===== src/rtl/spi_serf_regs_if.sv =====
// spi_serf_regs_if: SPI link (SS_n/SCLK/MOSI/MISO), host register write port and committed-frame report
interface spi_serf_regs_if;
  logic SS_n;
  logic SCLK;
  logic MOSI;
  logic MISO;
  logic hst_we;
  logic [6:0] hst_addr;
  logic [7:0] hst_wdata;
  logic done;
  logic cmd_rd;
  logic [6:0] cmd_addr;
  logic [7:0] cmd_wdata;
  modport slave(
    input SS_n, SCLK, MOSI, hst_we, hst_addr, hst_wdata,
    output MISO, done, cmd_rd, cmd_addr, cmd_wdata
  );
  modport master(
    output SS_n, SCLK, MOSI, hst_we, hst_addr, hst_wdata,
    input MISO, done, cmd_rd, cmd_addr, cmd_wdata
  );
endinterface


===== src/rtl/spi_serf_regs.sv =====
// spi_serf_regs: oversampled mode-0 16-bit SPI responder over an 8-bit register file; ports clk, rst_n (sync, active low), bus (slave: SPI pins, host write, done/cmd_* report)
module spi_serf_regs #(
  parameter int NUM_REGS = 16,
  parameter logic [6:0] WHOAMI_ADDR = 7'h0F,
  parameter logic [7:0] WHOAMI_VAL = 8'h6A
) (
  input logic clk,
  input logic rst_n,
  spi_serf_regs_if.slave bus
);
  localparam int AW = $clog2(NUM_REGS);
  localparam logic [7:0] NR = 8'(NUM_REGS);
  typedef enum logic [1:0] {IDLE, SHIFT, COMMIT} state_t;
  state_t state_q, state_d;
  logic ss_1, ss_s, ss_d;
  logic sclk_1, sclk_s, sclk_d;
  logic mosi_1, mosi_s;
  logic [15:0] rx_shft, rx_nxt;
  logic [7:0] tx_shft, rd_data;
  logic [4:0] bit_cnt;
  logic [7:0] regs [NUM_REGS];
  logic ss_fall, sclk_rise, sclk_fall, commit;
  function automatic logic in_range(input logic [6:0] a);
    return {1'b0, a} < NR;
  endfunction
  function automatic logic wr_ok(input logic [6:0] a);
    return in_range(a) && a != WHOAMI_ADDR;
  endfunction
  assign ss_fall = ss_d & ~ss_s;
  assign sclk_rise = sclk_s & ~sclk_d;
  assign sclk_fall = ~sclk_s & sclk_d;
  assign rx_nxt = {rx_shft[14:0], mosi_s};
  assign commit = state_q == SHIFT && ss_s && bit_cnt == 5'd16;
  // rx_nxt[6:0] is the address on the rise that completes the header byte
  always_comb begin
    rd_data = 8'h00;
    if (rx_nxt[6:0] == WHOAMI_ADDR) rd_data = WHOAMI_VAL;
    else if (in_range(rx_nxt[6:0])) rd_data = regs[rx_nxt[AW-1:0]];
  end
  always_comb begin
    state_d = state_q;
    case (state_q)
      IDLE: state_d = ss_fall ? SHIFT : IDLE;
      SHIFT: state_d = ss_s ? (bit_cnt == 5'd16 ? COMMIT : IDLE) : SHIFT;
      default: state_d = IDLE;
    endcase
  end
  always_ff @(posedge clk)
    if (!rst_n) state_q <= IDLE;
    else state_q <= state_d;
  always_ff @(posedge clk)
    if (!rst_n) begin
      {ss_1, ss_s, ss_d} <= 3'b111;
      {sclk_1, sclk_s, sclk_d} <= 3'b000;
      {mosi_1, mosi_s} <= 2'b00;
      rx_shft <= 16'h0000;
      tx_shft <= 8'h00;
      bit_cnt <= 5'd0;
      bus.cmd_rd <= 1'b0;
      bus.cmd_addr <= 7'h00;
      bus.cmd_wdata <= 8'h00;
      for (int i = 0; i < NUM_REGS; i++) regs[i] <= 8'h00;
    end else begin
      {ss_1, ss_s, ss_d} <= {bus.SS_n, ss_1, ss_s};
      {sclk_1, sclk_s, sclk_d} <= {bus.SCLK, sclk_1, sclk_s};
      {mosi_1, mosi_s} <= {bus.MOSI, mosi_1};
      if (state_q == IDLE && ss_fall) begin
        bit_cnt <= 5'd0;
        tx_shft <= 8'h00;
      end
      if (state_q == SHIFT && !ss_s) begin
        if (sclk_rise) begin
          rx_shft <= rx_nxt;
          bit_cnt <= bit_cnt == 5'd16 ? bit_cnt : bit_cnt + 5'd1;
          if (bit_cnt == 5'd7 && rx_nxt[7]) tx_shft <= rd_data;
        end else if (sclk_fall && bit_cnt >= 5'd9 && bit_cnt <= 5'd15) tx_shft <= {tx_shft[6:0], 1'b0};
      end
      if (bus.hst_we && wr_ok(bus.hst_addr)) regs[bus.hst_addr[AW-1:0]] <= bus.hst_wdata;
      if (commit) begin
        bus.cmd_rd <= rx_shft[15];
        bus.cmd_addr <= rx_shft[14:8];
        bus.cmd_wdata <= rx_shft[7:0];
        if (!rx_shft[15] && wr_ok(rx_shft[14:8])) regs[rx_shft[8+AW-1:8]] <= rx_shft[7:0];
      end
    end
  assign bus.done = state_q == COMMIT;
  assign bus.MISO = ~ss_s & tx_shft[7];
endmodule


===== src/flat_wrapper.sv =====
// flat-port wrapper written by rule: the top's interface ports become plain ports
module spi_serf_regs_flat 
#(
  parameter int NUM_REGS = 16,
  parameter logic [6:0] WHOAMI_ADDR = 7'h0F,
  parameter logic [7:0] WHOAMI_VAL = 8'h6A
)
  (clk, rst_n, bus_SS_n, bus_SCLK, bus_MOSI, bus_hst_we, bus_hst_addr, bus_hst_wdata, bus_MISO, bus_done, bus_cmd_rd, bus_cmd_addr, bus_cmd_wdata);
  spi_serf_regs_if bus_i ();
  input logic clk;
  input logic rst_n;
  input wire logic [$bits(bus_i.SS_n)-1:0] bus_SS_n;
  input wire logic [$bits(bus_i.SCLK)-1:0] bus_SCLK;
  input wire logic [$bits(bus_i.MOSI)-1:0] bus_MOSI;
  input wire logic [$bits(bus_i.hst_we)-1:0] bus_hst_we;
  input wire logic [$bits(bus_i.hst_addr)-1:0] bus_hst_addr;
  input wire logic [$bits(bus_i.hst_wdata)-1:0] bus_hst_wdata;
  output wire logic [$bits(bus_i.MISO)-1:0] bus_MISO;
  output wire logic [$bits(bus_i.done)-1:0] bus_done;
  output wire logic [$bits(bus_i.cmd_rd)-1:0] bus_cmd_rd;
  output wire logic [$bits(bus_i.cmd_addr)-1:0] bus_cmd_addr;
  output wire logic [$bits(bus_i.cmd_wdata)-1:0] bus_cmd_wdata;
  assign bus_i.SS_n = bus_SS_n;
  assign bus_i.SCLK = bus_SCLK;
  assign bus_i.MOSI = bus_MOSI;
  assign bus_i.hst_we = bus_hst_we;
  assign bus_i.hst_addr = bus_hst_addr;
  assign bus_i.hst_wdata = bus_hst_wdata;
  assign bus_MISO = bus_i.MISO;
  assign bus_done = bus_i.done;
  assign bus_cmd_rd = bus_i.cmd_rd;
  assign bus_cmd_addr = bus_i.cmd_addr;
  assign bus_cmd_wdata = bus_i.cmd_wdata;
  spi_serf_regs #(.NUM_REGS(NUM_REGS), .WHOAMI_ADDR(WHOAMI_ADDR), .WHOAMI_VAL(WHOAMI_VAL)) u_core (.clk(clk), .rst_n(rst_n), .bus(bus_i));
endmodule

===== config.mk =====
export PLATFORM = sky130hd
export DESIGN_NAME = spi_serf_regs_flat
export DESIGN_NICKNAME = d
export VERILOG_FILES = /design/src/rtl/spi_serf_regs_if.sv /design/src/rtl/spi_serf_regs.sv /design/src/flat_wrapper.sv
export SDC_FILE = /design/constraint.sdc
export NUM_CORES = 1
export LEC_CHECK = 0
export ABC_AREA = 1
export BUFFER_PORTS_ARGS = -buffer_cell sky130_fd_sc_hd__clkbuf_2
export CAP_MARGIN = 25
export CORE_MARGIN = 10
export CORE_UTILIZATION = 35
export DETAILED_ROUTE_END_ITERATION = 7
export GPL_ROUTABILITY_DRIVEN = 0
export SLEW_MARGIN = 20
export SYNTH_ARGS = -nofsm -noshare
export SYNTH_HDL_FRONTEND = slang
export SYNTH_SLANG_ARGS = --single-unit

===== constraint.sdc =====
create_clock -name clk -period 2.4 [get_ports clk]
set_input_delay 0.24 -clock clk [delete_from_list [all_inputs] [get_ports clk]]
set_output_delay 0.24 -clock clk [all_outputs]
set_load 0.01 [all_outputs]

==> results of run 1 <==
## sequential cells by signal (all words and copies together), names as in the netlist, 2 cells and up
name                  flops
u_core.regs             124
u_core.rx_shft           16
u_core.bus.cmd_wdata      8
u_core.tx_shft            8
u_core.bus.cmd_addr       7
u_core.bit_cnt            5
u_core.state_q            2
## cells in the mapped netlist, types with 2 or more instances
cell / count
o211ai_1: 10
nor2_2: 5
nand2_1: 220
buf_6: 13
nor4_1: 3
o21ai_1: 22
buf_4: 2
inv_2: 3
a21oi_1: 50
clkinv_1: 2
dfxtp_1: 55
nand3_4: 8
buf_1: 10
nand3_2: 4
a211oi_1: 2
nor3_1: 7
nand4_1: 4
o21ai_0: 130
o21ai_2: 47
inv_1: 105
edfxtp_1: 124
nor2_1: 147
nand3b_1: 8
o22ai_1: 8
nand3_1: 114
clkbuf_1: 43
ha_1: 4
or2_2: 3
## power by group through the flow
stage                     Combinational [µW]  Clock (µW)  Sequential, µW
after floorplan                          194           0            3490
after global placement                   323           0            3510
after detailed placement                 324           0            3510
after CTS                                328        2860            3440
after global routing                     362        3000            3450
final                                    331        2850            3440
## final timing paths
check	start	to	slack [ns]	cells after the start
worst max-delay path	u_core.bit_cnt[1]	u_core.regs[5][3]	0.17	10
worst min-delay path	bus_MOSI	u_core.mosi_1	0.02	3
worst max register to register	u_core.bit_cnt[1]	u_core.regs[5][3]	0.17	10
worst min register to register	u_core.mosi_1	u_core.mosi_s	0.41	2
## final cells by class
class	instances	area [µm²]	share of cell area [%]
Sequential cell	179	4830	44.0
Multi-Input combinational cell	805	4020	36.6
Timing Repair Buffer	99	678	6.19
Clock buffer	20	489	4.46
Tap cell	341	427	3.89
Inverter	110	413	3.77
Clock inverter	12	113	1.03
## cell families after synthesis
| kind of cell | Yosys count | synth area share (%) |
|---|---|---|
| flip-flops | 179 | 50.3 |
| buffers and inverters | 179 | 8.11 |
| AO/OA/AOI/OAI | 271 | 16.5 |
| adder cells (fa/ha/maj) | 4 | 0.522 |
| other | 1 | 0.0391 |
| AND/OR/NAND/NOR | 526 | 24.6 |
## through the flow
stage | total power, µW | cells | setup WS (ns)
floorplan | 3690 | 1163 | 0.181
global placement | 3830 | 1532 | 0.223
detailed placement | 3830 | 1532 | 0.183
CTS | 6630 | 1566 | 0.155
global route | 6810 | 1566 | 0.00590
finish | 6620 | 1566 | 0.167
## worst max-delay path, cell delays in order (launching register included)
cell	delay (ns)
dfxtp_1	0.33
inv_1	0.10
ha_1	0.15
nand4_1	0.15
nor2_2	0.14
nand2_1	0.06
inv_1	0.11
nand3_4	0.15
nor2_8	0.27
nand3_4	0.11
nand3_1	0.32
## repair_timing
action,4_1_cts,5_1_grt
resized for setup,0,2
endpoints found under the setup margin,0,10
setup buffers,0,0
endpoints found under the hold margin,2,0
hold buffers,2,0
## metal layers
metal  global-route usage, %  part of all wire [%]
met2                    26.8                    47
met1                    22.8                    44
met3                    3.18                   7.4
met4                    4.97                   1.9
met5                       0                     0
==> summary.md, run 1 <==
| Metric | Value |
|---|---|
| Worst Tran Pin Value | 0.695 ns |
| Worst Clk Skew | 0.0128 ns |
| CTS max path bufs | 2 |
| Number of global-route vias before repair | 7759 |
| Switching Share | 23.2% |
| Layout cells sized above 1 | 16.7% |
| DR WL/cell | 18.4 µm |
| Port-buffer cells | 38 |
| Setup-failing EPs final | 0 |
| Core ar. | 0.0270 mm² |
| Tcrit/Tclk final | 93.1% |
| Post-synth EDFFs | 124 |
| Clock power share | 43.0% |
| Largest net degree at the start of global routing | 55 |
| Max-cap violations | 0 |
| WP data arrival | 2.31 ns |
| Post-synth top area share | 38.8% |
| Most frequent cells in the layout | 220 x nand2_1, 146 x nor2_1, 130 x o21ai_0, 124 x edfxtp_1, 112 x nand3_1 |
| Routed WL | 28700 µm |
| Hold WC Path Type | in -> reg |
| Routed vias/inst | 5.30 |
| Crit Path Max Fanout | 8 |
| Die width | 186 µm |
| Nature of the critical path endpoint | register |
| DRT antenna net count | 0 |
| Number of library cell types mapped by synthesis | 35 |
| Lkg Pwr | 0.00430 µW |
| Clock Pin Slew Worst Setup and Hold Paths | 0.07 ns |
| Gr usage total | 16.9% |
| Min Tclk post-route | 2.23 ns |
| Worst Path Required | 2.48 ns |
| Sequential share of the synthesized area | 50.3% |
| Synth Area per Inst | 8.27 µm² |
| Clk Latency, worst-skew pair | 0.44 ns |
| Gate power share | 5.0% |
| Post-Syn Instances | 1160 |
| First-pass GRT wire length | 44600 µm |
| Top FF cell, synth | edfxtp_1 |
| Status | finished, final reports clean |
| Asr flop ratio synth | 0% |
| Max-Slew Margin vs Limit | 53.6% |
| Mapped Area | 0.00960 mm² |
| PD cells | 604 mW/mm² |
| NetSw | 1540 µW |
| Leading area contributor after synthesis | edfxtp_1 |
| Ant. Diodes | 0 |
| Final instance area | 0.0110 mm² |
| TritonCTS clock tree | yes |
| 1st-iter DRT viols | 839 |
| Fin. Hold Viols | 0 |
| Drt first pass iters | 5 |
| Final Max Tran Viols | 0 |
| # clock sinks | 179 |
| Remaining DRCs | 0 |
| Hold Slack | 0.0172 ns |
| Post-DP HPWL | 19600 µm |
| Vias | 8300 |
| Syn-to-layout area delta | 14.2% |
| Sequential Power Share | 51.9% |
| Startpoint types | register |
| Ports | 39 |
| Full die area | 0.0344 mm² |
| WS Path Type | reg -> reg |
| Most common cell after layout, fill and taps aside | nand2_1 |
| Area contributors post-synth | edfxtp_1 39%, dfxtp_1 11%, nand2_1 8.6% |
| FILL cells | 2706 |
| Seq cells post-synth | 179 |
| Cell Int Power | 5080 µW |
| Number of core rows | 60 |
| Peak supply drop | 380 µV |
| Number of H-tree levels | 4 |
| RSZ-0062 raised after global routing | false |
| Synth warnings | 0 |
| Gr ovfl total | 0 |
| Post-Place Cell Area | 0.0103 mm² |
| TritonCTS Buffers | 17 |
| Finished Core Util | 40.7% |
| Initial antenna violation count | 0 |
| TNS Setup | 0 ns |
| Initial core utilization | 35.6% |
| Die Y | 186 µm |
| Final nets | 1237 |
| Fmax | 448 MHz |
| CTS root buffer | clkbuf_16 |
Power figures use the tool's default switching activity.
==> inputs of run 2 (changes only) <==
--- a/config.mk
+++ b/config.mk
@@ -9,9 +9,10 @@
 export BUFFER_PORTS_ARGS = -buffer_cell sky130_fd_sc_hd__clkbuf_2
 export CAP_MARGIN = 25
 export CORE_MARGIN = 10
-export CORE_UTILIZATION = 35
+export CORE_UTILIZATION = 62
 export DETAILED_ROUTE_END_ITERATION = 7
 export GPL_ROUTABILITY_DRIVEN = 0
+export PLACE_DENSITY = 0.8
 export SLEW_MARGIN = 20
 export SYNTH_ARGS = -nofsm -noshare
 export SYNTH_HDL_FRONTEND = slang
==> summary.md, run 2 (same netlist as run 1, synthesis figures left out) <==
| Metric | Value |
|---|---|
| Finished Core Util | 70.6% (was 40.7%) |
| Clock Pin Slew Worst Setup and Hold Paths | 0.07 ns (about the same) |
| Vias | 8714 (was 8300) |
| DR WL/cell | 19.4 µm (was 18.4 µm) |
| Max-cap violations | 0 (unchanged) |
| CP peak stage delay | 0.34 ns (was 0.33 ns) |
| TNS Setup | 0 ns (unchanged) |
| Worst Clk Skew | 0.0159 ns (was 0.0128 ns) |
| Most common cell after layout, fill and taps aside | nand2_1 (unchanged) |
| Gate power share | 5.2% (was 5.0%) |
| Place WS | 0.105 ns (was 0.183 ns) |
| Start point of the worst min-delay path | bus_SCLK (was bus_MOSI) |
| DRT antenna net count | 0 (unchanged) |
| Biggest regs | u_core.regs x124, u_core.rx_shft x16 (unchanged) |
| Reg-to-Reg End | u_core.regs[5][6] (was u_core.regs[5][3]) |
| NetSw | 1520 µW (was 1540 µW) |
| Post-Place Cell Area | 0.0101 mm² (was 0.0103 mm²) |
| 1st-iter DRT viols | 1297 (was 839) |
| Gr usage total | 26.7% (was 16.9%) |
| Final WS setup | 0.145 ns (was 0.167 ns) |
| Number of flip-flops under the largest register name | 124 (unchanged) |
| WS Path Type | reg -> reg (unchanged) |
| Drt first pass iters | 6 (was 5) |
| Nature of the critical path endpoint | register (unchanged) |
| Cell family with the largest share of critical-path delay | simple AND/OR/NAND/NOR gates (unchanged) |
| Power Total | 6460 µW (was 6620 µW) |
| Full die area | 0.0209 mm² (was 0.0344 mm²) |
| Remaining DRCs | 0 (unchanged) |
| Switching Share | 23.5% (was 23.2%) |
| Most flop-heavy register | u_core.regs (unchanged) |
| Worst path buffer plus inverter count | 2 (unchanged) |
| Die width | 144 µm (was 186 µm) |
| Fin. Hold Viols | 0 (unchanged) |
| Max-Slew Margin vs Limit | 37.7% (was 53.6%) |
| Worst Path Required | 2.49 ns (was 2.48 ns) |
| Cells along the critical path | inv_1 > ha_1 > nand4_1 > nor2_2 > nand2_1 > inv_1 > nand3_4 > nor2_8 > nand3_4 > nand3_1 (unchanged) |
| Crit-path slowest cell | dfxtp_1 (unchanged) |
| Status | finished, final reports clean (unchanged) |
| Worst reg-to-reg setup slack | 0.14 ns (was 0.17 ns) |
| Hold WC Path Type | in -> reg (unchanged) |
| Hold depth | 3 (unchanged) |
| Routed vias/inst | 6.17 (was 5.30) |
| Crit Path Max Fanout | 8 (unchanged) |
| WP data arrival | 2.35 ns (was 2.31 ns) |
| TritonCTS Buffers | 17 (unchanged) |
| Initial antenna violation count | 0 (unchanged) |
| Fmax | 443 MHz (was 448 MHz) |
| PD cells | 602 mW/mm² (was 604 mW/mm²) |
| Core ar. | 0.0152 mm² (was 0.0270 mm²) |
| FILL cells | 1182 (was 2706) |
| Startpoint types | register (unchanged) |
| Tcrit/Tclk final | 94.0% (was 93.1%) |
| CTS root buffer | clkbuf_16 (unchanged) |
| FF-to-FF path depth | 10 (unchanged) |
| Min Tclk post-route | 2.26 ns (was 2.23 ns) |
| Largest net degree at the start of global routing | 58 (was 55) |
| Layout cells sized above 1 | 17.0% (was 16.7%) |
| Gr ovfl total | 0 (unchanged) |
| CTS max path bufs | 2 (unchanged) |
| Lkg Pwr | 0.00428 µW (was 0.00430 µW) |
| Worst Tran Pin Value | 0.934 ns (was 0.695 ns) |
| Clk Latency, worst-skew pair | 0.44 ns (about the same) |
| Routed WL | 27400 µm (was 28700 µm) |
| Port-buffer cells | 38 (unchanged) |
| First-pass GRT wire length | 42800 µm (was 44600 µm) |
| Number of core rows | 45 (was 60) |
| Syn-to-layout area delta | 11.8% (was 14.2%) |
| TritonCTS clock tree | yes (unchanged) |
| Hold endpoint | u_core.sclk_1 (was u_core.mosi_1) |
| Cell Int Power | 4940 µW (was 5080 µW) |
| Clock power share | 41.5% (was 43.0%) |
| Final nets | 1236 (was 1237) |
| Post-DP HPWL | 18100 µm (was 19600 µm) |
| # clock sinks | 179 (unchanged) |
| Final instance area | 0.0107 mm² (was 0.0110 mm²) |
| Ant. Diodes | 0 (unchanged) |
| Sequential Power Share | 53.3% (was 51.9%) |
| Number of H-tree levels | 4 (unchanged) |
| Final Max Tran Viols | 0 (unchanged) |
| RR Startpoint | u_core.bit_cnt[1] (unchanged) |
| RSZ-0062 raised after global routing | true (was false) |
| Number of global-route vias before repair | 8162 (was 7759) |
| Die Y | 144 µm (was 186 µm) |
| Peak supply drop | 677 µV (was 380 µV) |
| Ports | 39 (unchanged) |
| Initial core utilization | 63.1% (was 35.6%) |
| Setup-failing EPs final | 0 (unchanged) |
| Most frequent cells in the layout | 220 x nand2_1, 146 x nor2_1, 130 x o21ai_0, 124 x edfxtp_1, 109 x nand3_1 (was 220 x nand2_1, 146 x nor2_1, 130 x o21ai_0, 124 x edfxtp_1, 112 x nand3_1) |
run 2: power by group through the flow:
stage	combinational [µW]	clock [µW]	sequential (µW)
finish	334	2680	3440
global route	359	2810	3450
CTS	321	2680	3440
detailed placement	317	0	3510
global placement	313	0	3500
floorplan	194	0	3490
run 2: metrics by stage:
stage	hold WS, ns	instances
6_report	0.0177	1412
5_1_grt	0.0133	1412
4_1_cts	0.00805	1411
3_5_place_dp	0.406	1378
3_3_place_gp	0.396	1378
2_1_floorplan	0.338	1163
run 2: final cells by class:
cell class	count	area, µm²	area share, %
Sequential cell	179	4830	45.0
Multi-Input combinational cell	805	4030	37.6
Timing Repair Buffer	98	654	6.10
Clock buffer	19	475	4.43
Inverter	110	413	3.85
Tap cell	188	235	2.19
Clock inverter	13	91.3	0.852
run 2: routing by layer:
metal / part of all wire [%] / vias up / track usage (%)
li1: - / 4023 / -
met1: 37 / 3976 / 33.7
met2: 46 / 612 / 42.5
met3: 12 / 103 / 6.17
met4: 4.1 / 0 / 12.8
met5: 0 / - / 0
run 2: timing repair:
item	in CTS	in global routing
gates resized for setup	0	8
endpoints found under the setup margin	0	44
setup buffers	0	1
hold buffers	1	0
endpoints found under the hold margin	1	0
run 2: worst register-to-register path: cells and delay by family (launching register included):
family | cells | cell delay [ns]
DFF | 1 | 0.34
adders and majority gates | 1 | 0.15
buffers and inverters | 2 | 0.20
and+or+nand+nor | 7 | 1.21
run 2: worst max path at each step:
stage / cells after the start / slack (ns) / from / to
global route: 12 / -0.009 / u_core.bit_cnt[1] / u_core.regs[6][4]
finish: 10 / 0.14 / u_core.bit_cnt[1] / u_core.regs[5][6]
floorplan: 11 / 0.18 / u_core.bit_cnt[0] / u_core.regs[12][0]
CTS: 10 / 0.12 / u_core.bit_cnt[1] / u_core.regs[12][0]
global placement: 7 / 0.15 / rst_n / u_core.regs[12][0]
detailed placement: 7 / 0.10 / rst_n / u_core.regs[12][0]
